`config.mk`:
```
export PLATFORM = sky130hd
export DESIGN_NAME = multiplex_stream_n
export DESIGN_NICKNAME = d
export VERILOG_FILES = /design/src/rtl/mux_pkg.sv /design/src/rtl/rr_arbiter.sv /design/src/rtl/multiplex_stream_n.sv
export SDC_FILE = /design/constraint.sdc
export NUM_CORES = 1
export LEC_CHECK = 0
export ABC_CLOCK_PERIOD_IN_PS = 2300
export CAP_MARGIN = 15
export CORE_ASPECT_RATIO = 1.4
export CORE_MARGIN = 2
export CORE_UTILIZATION = 35
export CTS_CLUSTER_DIAMETER = 60
export CTS_CLUSTER_SIZE = 20
export DETAILED_ROUTE_END_ITERATION = 8
export GPL_ROUTABILITY_DRIVEN = 0
export PLACE_DENSITY_LB_ADDON = 0.25
export SLEW_MARGIN = 25
export SYNTH_ARGS = -nofsm -noshare
export SYNTH_HDL_FRONTEND = slang
export SYNTH_HIERARCHICAL = 1
export SYNTH_SLANG_ARGS = --single-unit
```
`constraint.sdc`:
```
create_clock -name clk -period 2.3 [get_ports clk]
set_clock_uncertainty 0.15 [all_clocks]
set_input_delay 0.46 -clock clk [delete_from_list [all_inputs] [get_ports clk]]
set_output_delay 0.46 -clock clk [all_outputs]
set_load 0.01 [all_outputs]
```
`src/rtl/mux_pkg.sv`:
```
// Shared definitions for the multiplex_stream_n stream multiplexer.
package mux_pkg;

  // Encodings of the modo input
  localparam logic MODO_EXPLICITO = 1'b0;
  localparam logic MODO_RR        = 1'b1;

  // Width of a channel index; at least one bit even for tiny N
  function automatic int idx_w(input int n);
    return ($clog2(n) > 1) ? $clog2(n) : 1;
  endfunction

endpackage

```
`src/rtl/rr_arbiter.sv`:
```
// Combinational round-robin arbiter: picks the first requesting channel
// searching upward from ptr+1, wrapping modulo N. Used only when the
// multiplexer is built with MUX_RR_EN.
module rr_arbiter
  import mux_pkg::*;
#(
  parameter  int N  = 4,
  localparam int CW = idx_w(N)
) (
  input  logic [N-1:0]  req,
  input  logic [CW-1:0] ptr,
  output logic [CW-1:0] gnt_idx,
  output logic          gnt_any
);

  // Rotating priority search starting just after the last winner
  always_comb begin
    int cand;
    // NOTE: every output gets a default before the search so no path leaves it unassigned (no latch).
    gnt_idx = '0;
    gnt_any = 1'b0;
    for (int k = 1; k <= N; k++) begin
      cand = (int'(ptr) + k) % N;
      if (!gnt_any && req[cand]) begin
        gnt_any = 1'b1;
        gnt_idx = CW'(cand);
      end
    end
  end

endmodule

```
`src/rtl/multiplex_stream_n.sv`:
```
// N-channel registered stream multiplexer with valid/ready handshakes and
// multi-beat packet locking. Channel selection is by explicit control index,
// or by round-robin arbitration when built with `define MUX_RR_EN (which adds
// the modo port and the ptr register). Without MUX_RR_EN it is explicit-only.
module multiplex_stream_n
  import mux_pkg::*;
#(
  parameter  int N  = 4,
  parameter  int W  = 32,
  localparam int CW = idx_w(N)
) (
  input  logic           clk,
  input  logic           rst,
  input  logic [N*W-1:0] in_data,
  input  logic [N-1:0]   in_valid,
  input  logic [N-1:0]   in_last,
  output logic [N-1:0]   in_ready,
  input  logic [CW-1:0]  control,
`ifdef MUX_RR_EN
  input  logic           modo,
`endif
  output logic [W-1:0]   out_data,
  output logic           out_valid,
  output logic           out_last,
  output logic [CW-1:0]  out_chan,
  input  logic           out_ready
);

  logic          lock;
  logic [CW-1:0] lock_chan;
  logic          load_en;
  logic          ctrl_ok;
  logic          gnt_any;
  logic [CW-1:0] gnt_idx;
  logic          xfer;
  logic [W-1:0]  sel_data;
  logic          sel_last;

  // The single output register may take a new beat when empty or draining
  assign load_en = !out_valid || out_ready;
  // control can exceed N-1 when N is not a power of two
  assign ctrl_ok = int'(control) < N;

`ifdef MUX_RR_EN
  logic [CW-1:0] ptr;
  logic [CW-1:0] rr_idx;
  logic          rr_any;

  rr_arbiter #(.N(N)) u_rr (
    .req     (in_valid),
    .ptr     (ptr),
    .gnt_idx (rr_idx),
    .gnt_any (rr_any)
  );
`endif

  // Grant selection: an open packet pins the channel, otherwise mode decides
  always_comb begin
    gnt_any = 1'b0;
    gnt_idx = '0;
    if (lock) begin
      gnt_any = 1'b1;
      gnt_idx = lock_chan;
    end
`ifdef MUX_RR_EN
    else if (modo == MODO_RR) begin
      gnt_any = rr_any;
      gnt_idx = rr_idx;
    end
`endif
    else if (ctrl_ok) begin
      gnt_any = 1'b1;
      gnt_idx = control;
    end
  end

  // One-hot ready towards the granted producer; silent during reset
  always_comb begin
    in_ready = '0;
    if (!rst && load_en && gnt_any) in_ready[gnt_idx] = 1'b1;
  end

  assign xfer     = |(in_valid & in_ready);
  assign sel_data = in_data[gnt_idx*W +: W];
  assign sel_last = in_last[gnt_idx];

  // Output register: load on transfer, empty on drain, hold under backpressure
  always_ff @(posedge clk) begin
    // NOTE: state is written with non-blocking assignments so every register samples pre-edge values.
    if (rst) begin
      out_valid <= 1'b0;
      out_data  <= '0;
      out_last  <= 1'b0;
      out_chan  <= '0;
    end else if (load_en) begin
      out_valid <= xfer;
      if (xfer) begin
        out_data <= sel_data;
        out_last <= sel_last;
        out_chan <= gnt_idx;
      end
    end
  end

  // Packet lock and round-robin pointer; a whole packet is one turn
  always_ff @(posedge clk) begin
    if (rst) begin
      lock      <= 1'b0;
      lock_chan <= '0;
`ifdef MUX_RR_EN
      ptr       <= CW'(N - 1);
`endif
    end else if (xfer) begin
      lock <= !sel_last;
      if (!sel_last) lock_chan <= gnt_idx;
`ifdef MUX_RR_EN
      if (sel_last) ptr <= gnt_idx;
`endif
    end
  end

endmodule

```
==> key figures, run 1 <==
Finish
  • Fill count: 660
  • Layout overhead on the synthesized area: 79.8%
  • Layout cells sized above 1: under 10%
  • Fin area: 4470 µm²
  • Nets: 717
  • Diode count: 0

Worst setup path
  • CP max-delay cell: mux4_2
  • Worst R2R Setup Slack: around 140 ps
  • Crit path largest cell delay: 540 ps
  • Critical Path Source Type: primary input
  • Critical path required time: 2350 ps
  • Worst reg2reg path startpoint: lock
  • CP Capture Type: flop
  • Worst Reg-to-Reg Cells: 7
  • CP max FO: 18
  • FF-to-FF End: out_data[19]
  • Critical path depth in cells: 7
  • Largest delay share family, worst path: multiplexers
  • Critical path, cell by cell: clkdlybuf4s50_1 -> mux2_4 -> mux4_2 -> nand2b_1 -> buf_6 -> nand2_1 -> a21oi_1
  • Crit path kind: primary input to flop
  • Critical Path AT: 2300 ps
  • WP buf/inv: 2

Synthesis
  • Area of the mapped netlist: 2490 µm²
  • Xor-xnor portion of the synthesized cell area: 0%
  • Post-synthesis mux area share: ~4.4%
  • Syn_area_per_cell: about 6.2 µm²
  • Syn Inst Count: 403
  • Post-synthesis register bit count: 39
  • Post-synthesis compound-gate area fraction: 9.15%
  • Seq/Total Area, Yosys: 31.4%
  • Synth cell types: 24
  • Ys Warns: 6
  • Synth Net Count: 544
  • Synth Area in Simple Gates: between 40% and 50%
  • Post-synthesis adder-cell area fraction: 0%
  • Main combinational cell family by area after synthesis: simple AND/OR/NAND/NOR gates

Timing
  • Hold_ws: 303 ps
  • Relative slew slack: 72.5%
  • Final setup fails: 0
  • RSZ-0062 raised after global routing: yes
  • Min Tclk post-route: approximately 2300 ps
  • Hold Fails Final Rpt: 0
  • Maximum clock frequency: 444 MHz
  • Worst Tran Pin Value: ~410 ps
  • Final Max Tran Viols: 0
  • Tcrit/Tclk final: 98.0%

Power and ir drop
  • Leakage: 1.79 nW
  • Pwr dens: about 480 nW/µm²
  • Max rail drop VDD: 0.292 mV
  • Tot Pwr: 2.13 mW

Global route
  • Global Route Usage Sum: roughly 23%
  • Vias in the first global route: around 3,200
  • Antenna violations before repair: 0
  • First-pass GRT wire length: 14,400 µm
  • Pin count of the biggest net entering global routing: 40
  • GRT overflow: 0

Clock tree
  • Clock-pin slew on the worst setup and hold paths: about 70 ps
  • CTS sink count: 39
  • H-tree levels: 2
  • Hold bufs inserted after CTS: 0
  • Post-CTS Setup Bufs: 0
  • CTS buffer count: 5
  • Worst-Skew Late Latency: 270 ps
  • CTS root buf: clkbuf_8
  • Clock buffer depth: 2
  • TritonCTS clock tree: built

Hold path
  • Worst hold path type: flop to flop
  • Hold Path Sink: out_data[6]
  • Hold Path Stages: 2
  • Hold Path Origin: out_data[6]

Floorplan
  • DIE AREA: 7810 µm²
  • Die Ht: 104 µm
  • Die Wd: 75.3 µm
  • Core Footprint: 6940 µm²
  • Std-Cell Rows: 36
  • Starting Density: between 30 and 40%
  • Io pins: 181

Route
  • Initial drt markers: 123
  • Post-Route WL: 9000 µm
  • Routed wire per std cell: 13.4 µm
  • Remaining routing DRC violations: 0
  • Post-route ant nets: 0
  • DRT Pass-1 Iters: 4
  • DR vias/cell: 4.93
  • Via count: roughly 3,300

Place
  • Hpwl dp: 7000 µm
  • Area after DPL: ~4400 µm²
  • PortBufs: 180

Run status
  • Status: finished, final reports clean

Job
  • Maxcap violations: 0
cell type report:
class	instances	area (µm²)	area share, %
multi-input combinational	327	1540	34.5
inverter	1	3.75	0.0839
sequential	39	781	17.5
timing repair buffer	202	1950	43.7
clock buffer	6	72.6	1.62
tap	95	119	2.66
worst max path at each step:
stage                          start            to  slack (ps)
after floorplan                 lock   in_ready[0]         190
after global placement     out_ready   in_ready[2]        -290
after detailed placement   out_ready   in_ready[0]        -370
after CTS                 control[0]   out_data[5]          30
after global routing      control[0]  out_data[25]         -30
final                     control[0]  out_data[21]          50
placed cells by master, fill, tap and decap left out, drive strengths merged:
master	instances
buf	26
o21ai	3
nor2	4
nor3	4
inv	1
a21oi	36
clkdlybuf4s50	176
or2	1
a211oi	1
clkbuf	6
mux4	1
nor2b	2
mux2i	6
nand2	166
o21a	1
o221a	1
a31oi	1
nand3	97
nand2b	1
mux2	2
dfxtp	39
metal layers:
layer  GRT usage, %  up-vias  part of all wire [%]
li1               -     1675                     -
met1           24.1     1498                    37
met2           43.1      110                    55
met3           4.47       18                   5.3
met4           7.52        0                   2.7
met5              0        -                     0
logic make-up (layout without fill, tap and decap cells):
logic type | after synthesis | in the layout
AND/OR/NAND/NOR | 275 | 275
AO/OA/AOI/OAI | 43 | 43
flip-flops | 39 | 39
buffers and inverters | 37 | 209
multiplexers | 9 | 9
worst register-to-register path: cells and delay by family (launching register included):
family | cells | cell delay, ps
AOI/OAI and AO/OA | 1 | 130
buffers and inverters | 2 | 400
muxes | 2 | 660
DFF | 1 | 420
and+or+nand+nor | 2 | 330
power breakdown:
| part | internal, mW | switching (mW) |
|---|---|---|
| Clock | 0.202 | 0.200 |
| Combinational | 0.513 | 0.436 |
| Sequential | 0.741 | 0.0353 |
registers in the layout, indices dropped and copies added, names as in the netlist:
register / flops
out_chan: 2
lock: 1
lock_chan: 2
out_valid: 1
out_data: 32
out_last: 1
Yosys cell counts (all sizes together):
cell / n / area [µm²]
a31oi: 1 / 6.26
or2: 1 / 6.26
a211oi: 1 / 7.51
nand2b: 1 / 6.26
buf: 15 / 111
dfxtp: 39 / 781
clkbuf: 21 / 78.8
mux2: 2 / 26.3
nand3: 97 / 485
nor2b: 2 / 20.0
mux2i: 6 / 60.1
nor3: 4 / 20.0
a21oi: 36 / 180
nand2: 166 / 623
nor2: 4 / 15.0
mux4: 1 / 22.5
inv: 1 / 3.75
o221a: 1 / 11.3
o21ai: 3 / 15.0
o21a: 1 / 7.51
stage by stage:
stage | setup slack [ps] | TNS (ps) | utilization [%] | cells
detailed placement | -373 | -8460 | 63.5 | 664
CTS | 30.9 | 0 | 64.4 | 670
global placement | -290 | -6520 | 63.5 | 664
floorplan | 193 | 0 | - | 403
finish | 46.9 | 0 | 64.5 | 670
global route | -33.7 | -418 | 64.5 | 670
timing repair:
action | CTS | global route
hold endpoints to repair | 0 | 0
pin swaps | 0 | 0
endpoints found under the setup margin | 4 | 31
gates resized for setup | 17 | 2
No activity file was read; power rests on OpenSTA's default activity.
==> run 2: changes to the inputs <==
Settings changed: ABC_CLOCK_PERIOD_IN_PS 2300 to 2790, CORE_UTILIZATION 35 to 38.
Clock period 2.3 ns to 2.79 ns, I/O delays scaled along.
==> key figures, run 2 (synthesis gave the netlist of run 1 again) <==
Place
  • PortBufs: 180 (unchanged)
  • Hpwl dp: 6810 µm (-2.7%)
  • Cells after DPL: 637 (-4.1%)

Worst setup path
  • FF-to-FF End: out_data[18]
  • CP Capture Type: flop
  • Crit path kind: primary input to flop
  • Critical Path Source Type: primary input
  • Worst Reg-to-Reg Cells: 7 (unchanged)
  • Crit path to: out_data[18]
  • Critical path, cell by cell: clkdlybuf4s50_1 -> mux2_2 -> buf_4 -> mux4_2 -> nand2b_1 -> buf_4 -> nand2_1 -> a21oi_1
  • CP Launch Point: control[1]
  • CP max FO: 40 (+22)
  • Critical Path AT: 2640 ps (+340 ps)
  • Worst R2R Setup Slack: 490 ps (+350 ps)
  • Worst reg2reg path startpoint: lock_chan[1]
  • CP dominant cell by count: buf_4
  • CP max-delay cell: clkdlybuf4s50_1
  • Critical path required time: 2840 ps (+490 ps)
  • Crit path largest cell delay: 480 ps (-60 ps)

Power and ir drop
  • Comb power frac: 40.9% (-3.7 points)
  • Sequential share of power: 33.8% (-2.7 points)
  • Sw Share: 30.4% (-1.1 points)
  • Pwr dens: 423 nW/µm² (-11%)
  • Psw: 0.576 mW (-14%)
  • Max rail drop VDD: 0.366 mV (+26%)
  • Tot Pwr: 1.89 mW (-11%)
  • P_int: 1.32 mW (-9.5%)
  • Leakage: 1.82 nW (+2.2%)
  • Clk pwr share: 25.3% (+6.4 points)

Global route
  • Global Route Usage Sum: 25.0% (+2.1 points)
  • Antenna violations before repair: 0 (unchanged)
  • Vias in the first global route: 3,187 (-1.2%)
  • GRT overflow: 0 (unchanged)
  • Pin count of the biggest net entering global routing: 41 (+2.5%)
  • First-pass GRT wire length: 14,600 µm (+1.4%)

Finish
  • Util after Layout: 71.7% (+7.2 points)
  • Layout cells sized above 1: 5.76% (-1.0 points)
  • Diode count: 0 (unchanged)
  • Most frequent cells in the layout: clkdlybuf4s50_1, nand2_1, nand3_1
  • Largest regs: out_data (32), lock_chan (2), out_chan (2)
  • Layout overhead on the synthesized area: 80.2%
  • Max reg flops: 32 (unchanged)
  • Final Non-Filler Cells: 645 (-3.7%)
  • Nets: 713 (-0.56%)
  • Register with the most flip-flops: out_data
  • Commonest non-fill, non-tap cell in the layout: clkdlybuf4s50_1

Route
  • Remaining routing DRC violations: 0 (unchanged)
  • Via count: 3,304 (+0.091%)
  • Initial drt markers: 141 (+15%)
  • Routed wire per std cell: 14.2 µm (+5.5%)
  • Post-route ant nets: 0 (unchanged)
  • DRT Pass-1 Iters: 4 (unchanged)
  • Post-Route WL: 9140 µm (+1.5%)
  • DR vias/cell: 5.12 (+4.0%)

Timing
  • Maximum clock frequency: just under 400 MHz
  • Setup TNS: 0 ps (unchanged)
  • Worst Tran Pin Value: 414 ps (+1.34 ps)
  • Hold Fails Final Rpt: 0 (unchanged)
  • Tcrit/Tclk final: 92.8%
  • Final setup fails: 0 (unchanged)
  • Min Tclk post-route: 2590 ps
  • Relative slew slack: 72.4% (-0.089 points)
  • RSZ-0062 raised after global routing: no
  • Hold_ws: 306 ps (+2.46 ps)
  • Final Max Tran Viols: 0 (unchanged)

Floorplan
  • Die Ht: 99.7 µm (-3.9%)
  • Io pins: 181 (unchanged)
  • Core Footprint: 6250 µm² (-9.8%)
  • DIE AREA: 7220 µm² (-7.5%)
  • Starting Density: 39.8% (+3.9 points)
  • Die Wd: 72.4 µm (-3.8%)
  • Std-Cell Rows: 34 (-5.6%)

Clock tree
  • CTS buffer count: 5 (unchanged)
  • Clock-pin slew on the worst setup and hold paths: 70 ps (about the same)
  • Clock buffer depth: 2 (unchanged)
  • Post-CTS Setup Bufs: 0 (unchanged)
  • H-tree levels: 2 (unchanged)
  • CTS sink count: 39 (unchanged)
  • TritonCTS clock tree: built
  • Worst-Skew Late Latency: 280 ps (about the same)
  • Hold bufs inserted after CTS: 0 (unchanged)
  • CTS root buf: clkbuf_8

Run status
  • Status: finished, final reports clean

Hold path
  • Worst hold path type: flop to flop

Job
  • Maxcap violations: 0 (unchanged)
-- run 2: changes by cell type in the layout (fill, tap and decap cells not counted), sizes merged --
cell          delta
buf              -8
dlygate4sd2      +2
dlymetal6s2s     +2
bufinv           +1
clkinv           +1
-- run 2: worst min-delay path by stage --
stage            startpoint      endpoint  slack (ps)  cells after the start
2_1_floorplan  lock_chan[0]  lock_chan[0]         310                      1
3_3_place_gp   out_data[23]  out_data[23]         290                      2
3_5_place_dp   out_data[12]  out_data[12]         300                      2
4_1_cts        out_data[12]  out_data[12]         310                      2
5_1_grt        out_data[12]  out_data[12]         320                      2
6_report        out_data[9]   out_data[9]         310                      2
-- run 2: layout make-up --
cell class                 count  area, µm²
tap                           72       90.1
multi-input combinational    327       1540
clock inverter                 2       35.0
sequential                    39        781
timing repair buffer         198       1950
clock buffer                   6       82.6
inverter                       1       3.75
fill                         548       1770
-- run 2: stage by stage --
stage	setup WS, ps	cell area [µm²]
global route	47.0	4480
CTS	1.28	4480
finish	200	4480
detailed placement	-106	4360
global placement	-13.8	4360
floorplan	513	2490
-- run 2: what timing repair did --
| item | 4_1_cts | 5_1_grt |
|---|---|---|
| endpoints found under the hold margin | 0 | 0 |
| setup endpoints to repair | 2 | 2 |
| gates resized for setup | 2 | 2 |
-- run 2: layer usage --
metal	track usage, %	part of all wire (%)
met1	28.2	37
met2	46.6	55
met3	3.44	5.3
met4	9.26	2.5
met5	0	0
-- run 2: worst max-delay path, delay by kind of cell --
family,cells,cell delay (ps)
buffers and inverters,3,1090
muxes,2,590
and+or+nand+nor,2,210
AOI/OAI and AO/OA,1,180
-- run 2: power groups by stage --
stage	sequential (mW)	combinational, mW	clock, mW
finish	0.640	0.775	0.478
global route	0.647	0.852	0.507
CTS	0.640	0.781	0.491
detailed placement	0.653	0.779	0
global placement	0.650	0.764	0
floorplan	0.671	0.362	0
==> run 3: changes to the inputs <==
Settings changed: CELL_PAD_IN_SITES_DETAIL_PLACEMENT set to 1, CELL_PAD_IN_SITES_GLOBAL_PLACEMENT set to 2, CORE_ASPECT_RATIO 1.4 to 0.6, CORE_UTILIZATION 38 to 17, SLEW_MARGIN 25 to not set.
==> key figures, run 3 (synthesis gave the netlist of run 1 again) <==
Run status
  • Status: finished, final reports clean

Hold path
  • Hold Path Stages: 2 (unchanged)
  • Worst hold path type: flop to flop
  • Hold Path Sink: out_data[24]
  • Hold Path Origin: out_data[24]

Route
  • Post-Route WL: 11,700 µm (+28%)
  • Routed wire per std cell: 15.2 µm (+7.5%)
  • Initial drt markers: 114 (-19%)
  • Remaining routing DRC violations: 0 (unchanged)
  • Via count: 3,287 (-0.51%)
  • DR vias/cell: 4.27 (-17%)
  • DRT Pass-1 Iters: 4 (unchanged)
  • Post-route ant nets: 0 (unchanged)

Worst setup path
  • Worst reg2reg path startpoint: lock
  • FF-to-FF End: out_data[16]
  • WP buf/inv: 3 (unchanged)
  • Crit path largest cell delay: 480 ps (about the same)
  • Critical Path Source Type: primary input
  • Critical path required time: 2850 ps (about the same)
  • Largest delay share family, worst path: buffers and inverters
  • CP Capture Type: flop
  • Worst R2R Setup Slack: 510 ps (+20 ps)
  • Critical path depth in cells: 8 (unchanged)
  • CP max FO: 36 (-10%)
  • Worst Reg-to-Reg Cells: 8 (+1)
  • Critical path, cell by cell: clkdlybuf4s50_1 -> mux2_2 -> buf_4 -> mux4_2 -> nor2b_4 -> buf_4 -> nand3_1 -> a21oi_1
  • CP max-delay cell: clkdlybuf4s50_1
  • CP Launch Point: control[1]
  • Critical Path AT: 2620 ps (-20 ps)
  • CP dominant cell by count: buf_4
  • Crit path kind: primary input to flop

Finish
  • Max reg flops: 32 (unchanged)
  • Commonest non-fill, non-tap cell in the layout: clkdlybuf4s50_1
  • Nets: 713 (unchanged)
  • Fin area: 4650 µm² (+3.8%)
  • Util after Layout: 32.4% (-39 points)
  • Diode count: 0 (unchanged)
  • Register with the most flip-flops: out_data
  • Largest regs: out_data (32), lock_chan (2), out_chan (2)
  • Most frequent cells in the layout: clkdlybuf4s50_1, nand2_1, nand3_1
  • Layout cells sized above 1: 5.60% (-0.15 points)
  • Layout overhead on the synthesized area: 87.1%
  • Final Non-Filler Cells: 769 (+19%)

Clock tree
  • Worst-Skew Late Latency: 280 ps (about the same)
  • CTS buffer count: 5 (unchanged)
  • H-tree levels: 2 (unchanged)
  • Hold bufs inserted after CTS: 0 (unchanged)
  • CTS sink count: 39 (unchanged)
  • Clock buffer depth: 2 (unchanged)
  • CTS root buf: clkbuf_16
  • Clock-pin slew on the worst setup and hold paths: 60 ps (about the same)
  • TritonCTS clock tree: built
  • Post-CTS Resized: 4 (+2)
  • Post-CTS Setup Bufs: 0 (unchanged)

Power and ir drop
  • Sw Share: 31.7% (+1.3 points)
  • Pwr dens: 426 nW/µm² (+0.89%)
  • Clk pwr share: 27.0% (+1.7 points)
  • Sequential share of power: 32.3% (-1.5 points)
  • Max rail drop VDD: 0.138 mV (-62%)
  • Tot Pwr: 1.98 mW (+4.8%)
  • Psw: 0.630 mW (+9.2%)
  • Leakage: 1.81 nW (-0.97%)
  • Comb power frac: 40.7% (-0.2 points)
  • P_int: 1.35 mW (+2.8%)

Place
  • PortBufs: 180 (unchanged)
  • Area after DPL: 4530 µm² (+3.8%)
  • Hpwl dp: 8910 µm (+31%)
  • Cells after DPL: 763 (+20%)
  • Pre-CTS setup slack: -97.6 ps (+8.41 ps)

Timing
  • Final setup fails: 0 (unchanged)
  • Min Tclk post-route: 2570 ps (-22.7 ps)
  • RSZ-0062 raised after global routing: no
  • Tcrit/Tclk final: 92.0% (-0.81 points)
  • Relative slew slack: 52.9% (-19 points)
  • Worst Tran Pin Value: 706 ps (+292 ps)
  • Maximum clock frequency: 390 MHz (+0.88%)
  • Hold Fails Final Rpt: 0 (unchanged)
  • Final Max Tran Viols: 0 (unchanged)
  • Final WS setup: 223 ps (+22.7 ps)

Global route
  • Antenna violations before repair: 0 (unchanged)
  • GRT overflow: 0 (unchanged)
  • Pin count of the biggest net entering global routing: 66 (+61%)
  • Vias in the first global route: 3,617 (+13%)
  • Global Route Usage Sum: 15.1% (-9.9 points)
  • First-pass GRT wire length: 18,800 µm (+29%)

Job
  • Maxcap violations: 0 (unchanged)

Floorplan
  • Starting Density: 17.3% (-22 points)
  • Std-Cell Rows: 34 (unchanged)
  • DIE AREA: 15,600 µm² (+120%)
  • Die Wd: 160 µm (+120%)
  • Die Ht: 97.7 µm (-2.0%)
  • Io pins: 181 (unchanged)
  • Core Footprint: 14,400 µm² (+130%)
run 3: cell types whose count changed in the layout (fill, tap and decap cells not counted), sizes merged:
cell,delta
dlygate4sd2,+2
bufinv,-1
clkinv,-1
buf,+1
clkdlybuf4s50,-1
dlymetal6s2s,-2
run 3: tightest hold or removal path: cells and delay by family (launching register included):
kind               cells  cell delay, ps
and+or+nand+nor        1              50
DFF                    1             310
AOI/OAI and AO/OA      1              50
run 3: per-stage QoR:
step	hold WS [ps]	TNS, ps
floorplan	312	0
global placement	291	-204
detailed placement	300	-2320
CTS	308	0
global route	323	0
finish	304	0
run 3: how the worst max path moves through the flow:
stage,to
after floorplan,in_ready[0]
after global placement,out_chan[0]
after detailed placement,out_data[31]
after CTS,out_data[14]
after global routing,out_data[15]
final,out_data[16]
run 3: layout make-up:
type                    count  area [µm²]
repair buffers            198        1950
fillers                  1791        9730
multi-input cells         327        1540
inverters                   1        3.75
well taps                 198         248
flip-flops and latches     39         781
clock buffers               6         129
run 3: per-layer routing:
metal / share of wire (%) / up-vias / global-route usage, % / routed length (µm)
li1: - / 1667 / - / -
met1: 49 / 1499 / 19.7 / 5690
met5: 0 / - / 0 / 0
met2: 41 / 114 / 23.4 / 4840
met4: 0.67 / 0 / 2.43 / 78
met3: 9.4 / 7 / 6.53 / 1100
run 3: power groups by stage:
| stage | clock network, mW | registers, mW | logic, mW |
|---|---|---|---|
| 6_report | 0.536 | 0.642 | 0.806 |
| 5_1_grt | 0.581 | 0.649 | 0.895 |
| 4_1_cts | 0.562 | 0.643 | 0.824 |
| 3_5_place_dp | 0 | 0.654 | 0.824 |
| 3_3_place_gp | 0 | 0.651 | 0.815 |
| 2_1_floorplan | 0 | 0.671 | 0.362 |
==> variant 1 (settings of run 1) <==
Change the parameter `W` from 32 to 28.
--- a/src/rtl/multiplex_stream_n.sv
+++ b/src/rtl/multiplex_stream_n.sv
@@ -6,7 +6,7 @@
   import mux_pkg::*;
 #(
   parameter  int N  = 4,
-  parameter  int W  = 32,
+  parameter  int W  = 28,
   localparam int CW = idx_w(N)
 ) (
   input  logic           clk,
Ports: changed (resized in_data and out_data); port bits go from 181 to 161. The function was not compared with the original's and may differ.
==> variant 1 against run 1 <==
- area after synthesis fell by 10%
- cell count fell by 12%
- critical path type is now input port to primary output
- design area down 9.5%
- utilization grew 0.69 points
- worst setup slack better by 0.040 ns
- sequential cell count down 4
- power fell by 5.2%
- die area shrank 9.9%
- routed wire length decreased by 4.6%
- via count decreased by 8.6%
- largest cell class unchanged
- worst hold slack better by 0.0018 ns
- critical endpoint is now in_ready[3]
- clock power is 10% higher
- sequential power is 9.8% lower
==> variant 1: results (changes against run 1) <==
status: completed (unchanged)
Worst Path Max Fanout: 5 (was 18)
post-synthesis mux area share: 4.88% (was 4.38%)
post-synth cell types: 25 (was 24)
n_diodes: 0 (unchanged)
actual slew at the worst max-slew pin: 0.439 ns (was 0.413 ns)
largest net degree at the start of global routing: 35 (was 40)
pre-CTS WS: -0.588 ns (was -0.373 ns)
Post-Syn Nets: 483 (was 544)
Synth Area in Adders: 0% (unchanged)
Initial DRC Count: 164 (was 123)
Most used DFF post-synth: dfxtp_1 (unchanged)
final-stage net count: 643 (was 717)
leading registers by flop count: out_data: 28 flops, lock_chan: 2 flops, out_chan: 2 flops (was out_data: 32 flops, lock_chan: 2 flops, out_chan: 2 flops)
Placed Cells incl. Taps: 580 (was 664)
vias in the first global route: 2891 (was 3225)
H-Tree Level Count: 2 (unchanged)
complex-gate fraction of the synthesized area: 9.31% (was 9.15%)
Avg Vias per Cell: 5.11 (was 4.93)
routed len/inst: 14.5 um (was 13.4 um)
synth cell count leaders: 146 x nand2_1, 85 x nand3_1, 35 x dfxtp_1 (was 166 x nand2_1, 97 x nand3_1, 39 x dfxtp_1)
GRT Total Usage: 24.2% (was 22.9%)
global-route wire length before repair: 13700 um (was 14400 um)
clk root buf: clkbuf_8 (unchanged)
Lkg Pwr: 1.64 nW (was 1.79 nW)
initial antenna violation count: 0 (unchanged)
share of layout cells above drive strength 1: 8.11% (was 6.78%)
Port-buffer cells: 160 (was 180)
placed wire-length estimate: 6340 um (was 7000 um)
CP Launch Point: out_ready (was control[0])
HP Start: out_data[6] (unchanged)
Crit path arrival time: 1.60 ns (was 2.30 ns)
Routed WL: 8580 um (was 9000 um)
Layout fillers: 584 (was 660)
top cells by area, synth: dfxtp_1 31%, nand2_1 25%, nand3_1 19% (was dfxtp_1 31%, nand2_1 25%, nand3_1 20%)
peak supply drop: 314 uV (was 292 uV)
first-pass detailed-route iteration total: 5 (was 4)
register area share after synthesis: 31.4% (about the same)
Post-Synthesis Cells: 358 (was 403)
variant 1: logic make-up after synthesis:
logic type | count (synthesis)
muxes | 9
buffers and inverters | 32
DFF | 35
and+or+nand+nor | 243
AOI/OAI and AO/OA | 39
variant 1: stage by stage:
stage | cell area [sq um] | hold slack, ns
final | 4050 | 0.305
after global routing | 4050 | 0.325
after CTS | 4060 | 0.307
after detailed placement | 3940 | 0.298
after global placement | 3940 | 0.291
after floorplan | 2230 | 0.312
variant 1: final timing paths:
check / to / cells past startpoint
max: in_ready[3] / 5
max reg2reg: out_data[3] / 6
min: out_data[6] / 2
min reg2reg: out_data[6] / 2
variant 1: final cells by class:
type / count / area [sq um] / area share (%)
timing repair buffer: 183 / 1770 / 43.6
multi-input combinational: 292 / 1400 / 34.6
sequential: 35 / 701 / 17.3
tap: 72 / 90.1 / 2.23
clock buffer: 6 / 82.6 / 2.04
clock inverter: 1 / 5.00 / 0.124
inverter: 1 / 3.75 / 0.0927
variant 1: per-layer routing:
metal | vias up | track usage [%] | share of wire [%]
li1 | 1511 | - | -
met1 | 1344 | 27.4 | 38
met2 | 137 | 43.8 | 51
met3 | 24 | 3.89 | 6.7
met4 | 0 | 10.4 | 3.7
met5 | - | 0 | 0
variant 1: worst max-delay path: stages:
cell	delay, ns
clkdlybuf4s50_1	0.47
nor2b_1	0.06
or2_1	0.27
nor3_1	0.17
clkbuf_2	0.17
variant 1: timing repair:
item	CTS	global route
setup buffers	2	0
resized for setup	16	2
cloned	1	0
endpoints found under the setup margin	37	2
variant 1: report_power, final:
part | internal (W) | switching (W)
Clock | 0.000235 | 0.000207
Combinational | 0.000475 | 0.000401
Sequential | 0.000665 | 0.0000348
==> variant 2 (config.mk and constraints of run 1) <==
Made on the original files. Reset style: asynchronous (`rst`), changed in 2 clocked blocks.
--- a/src/rtl/multiplex_stream_n.sv
+++ b/src/rtl/multiplex_stream_n.sv
@@ -85,7 +85,7 @@
   assign sel_last = in_last[gnt_idx];
 
   // Output register: load on transfer, empty on drain, hold under backpressure
-  always_ff @(posedge clk) begin
+  always_ff @(posedge clk or posedge rst) begin
     // NOTE: state is written with non-blocking assignments so every register samples pre-edge values.
     if (rst) begin
       out_valid <= 1'b0;
@@ -103,7 +103,7 @@
   end
 
   // Packet lock and round-robin pointer; a whole packet is one turn
-  always_ff @(posedge clk) begin
+  always_ff @(posedge clk or posedge rst) begin
     if (rst) begin
       lock      <= 1'b0;
       lock_chan <= '0;
Check against the original RTL: differs if rst is asserted again (counterexample within 4 cycles, from zero or initial values and one cycle with rst high); with rst held inactive, the same outputs for 4 cycles.
==> variant 2 against run 1 <==
- design area up 4.6%
- worst hold slack worse by 0.063 ns
- worst setup slack better by 0.040 ns
- routed wire length down 18%
- non-clock buffer count down 2
- sequential cell count unchanged
- area after synthesis up 2.8%
- critical endpoint is now in_ready[1]
- first-iteration DRC count down 79%
- highest routed layer unchanged
- utilization up 2.1 points
Power is not compared: it rests on default switching activity, and its combinational part moved more than twofold at a synthesized area within 25%.
==> variant 2: results (changes against run 1) <==
Fin Hold WS: 0.240 ns (was 0.303 ns)
R2R setup slack: 0.12 ns (was 0.14 ns)
register area: 976 sq um (was 781 sq um)
Hold Path Class: input port to async pin (was register to register)
global-route wire length before repair: 12100 um (was 14400 um)
Rel. slew slack: 67.2% (was 72.5%)
Avg Vias per Cell: 4.81 (was 4.93)
Initial DRC Count: 26 (was 123)
Crit-path slowest cell: clkdlybuf4s50_1 (was mux4_2)
CP peak stage delay: 0.48 ns (was 0.54 ns)
reg2reg end: out_data[27] (was out_data[19])
pre-CTS WS: -0.332 ns (was -0.373 ns)
met3 WL: 629 um (was 473 um)
Async SR Flop Fraction: 100% (was 0%)
routed len/inst: 16.7 um (was 13.4 um)
Placed Cells incl. Taps: 431 (was 664)
Area Overhead vs Synth: 83.0% (was 79.8%)
synth cell count leaders: 39 x dfrtp_1, 34 x mux4_2, 29 x mux2_4 (was 166 x nand2_1, 97 x nand3_1, 39 x dfxtp_1)
met3 usage: 5.87% (was 4.47%)
register area share after synthesis: 38.2% (was 31.4%)
#MultiIn Comb: 90 (was 327)
met2 usage: 35.6% (was 43.1%)
top cells by area, synth: dfrtp_1 38%, mux4_2 30%, mux2_4 17% (was dfxtp_1 31%, nand2_1 25%, nand3_1 20%)
reg2reg start: lock (unchanged)
GRT Total Usage: 19.2% (was 22.9%)
crit path capture: in_ready[1] (was out_data[21])
routed metal-1 wire length: 2670 um (was 3350 um)
placed cell areas: 4550 sq um (was 4410 sq um)
status: completed (unchanged)
Comb power frac: 62.7%
R2R cell count: 5 (was 7)
initial antenna violation count: 1 (was 0)
final-stage net count: 484 (was 717)
Crit path arrival time: 1.60 ns (was 2.30 ns)
GRT met1 Usage: 21.5% (was 24.1%)
Layout fillers: 539 (was 660)
CP Launch Point: out_ready (was control[0])
share of layout cells above drive strength 1: 30.5% (was 6.78%)
placed wire-length estimate: 6100 um (was 7000 um)
signal buffers share of area: 42.4% (was 43.7%)
Worst Path Max Fanout: 4 (was 18)
period utilisation layout: 96.2% (was 98.0%)
Pwr Total: 0.00516 W
n_diodes: 1 (was 0)
Non-clk invs: 7 (was 1)
Post-Syn Nets: 288 (was 544)
routed wl met2: 4000 um (was 4930 um)
post-synth cell types: 19 (was 24)
Post-Synthesis Cells: 147 (was 403)
==> variant 2: cell types whose count changed after synthesis, sizes merged, moves of 2 or more <==
cell,before,now
nand2,166,4
nand3,97,1
dfrtp,0,39
dfxtp,39,0
mux2,2,40
a21oi,36,1
mux4,1,34
clkbuf,21,2
buf,15,9
inv,1,7
nor3,4,0
mux2i,6,3
nor2b,2,0
o21ai,3,1
==> variant 2: worst max-delay path: cells and delay by family <==
family,cells,cell delay [ns]
AOI/OAI and AO/OA,1,0.19
buffers and inverters,2,0.76
and+or+nand+nor,2,0.18
==> variant 2: cell families after synthesis <==
group / count (synthesis) / share of synthesized area, %
AND/OR/NAND/NOR: 9 / 2.01
multiplexers: 77 / 53.0
AO/OA/AOI/OAI: 4 / 1.03
buffers and inverters: 18 / 5.78
flip-flops: 39 / 38.2
==> variant 2: repair_timing <==
item,CTS,global route
cloned,0,0
pin swaps,1,0
resized for setup,5,5
endpoints found under the setup margin,31,4
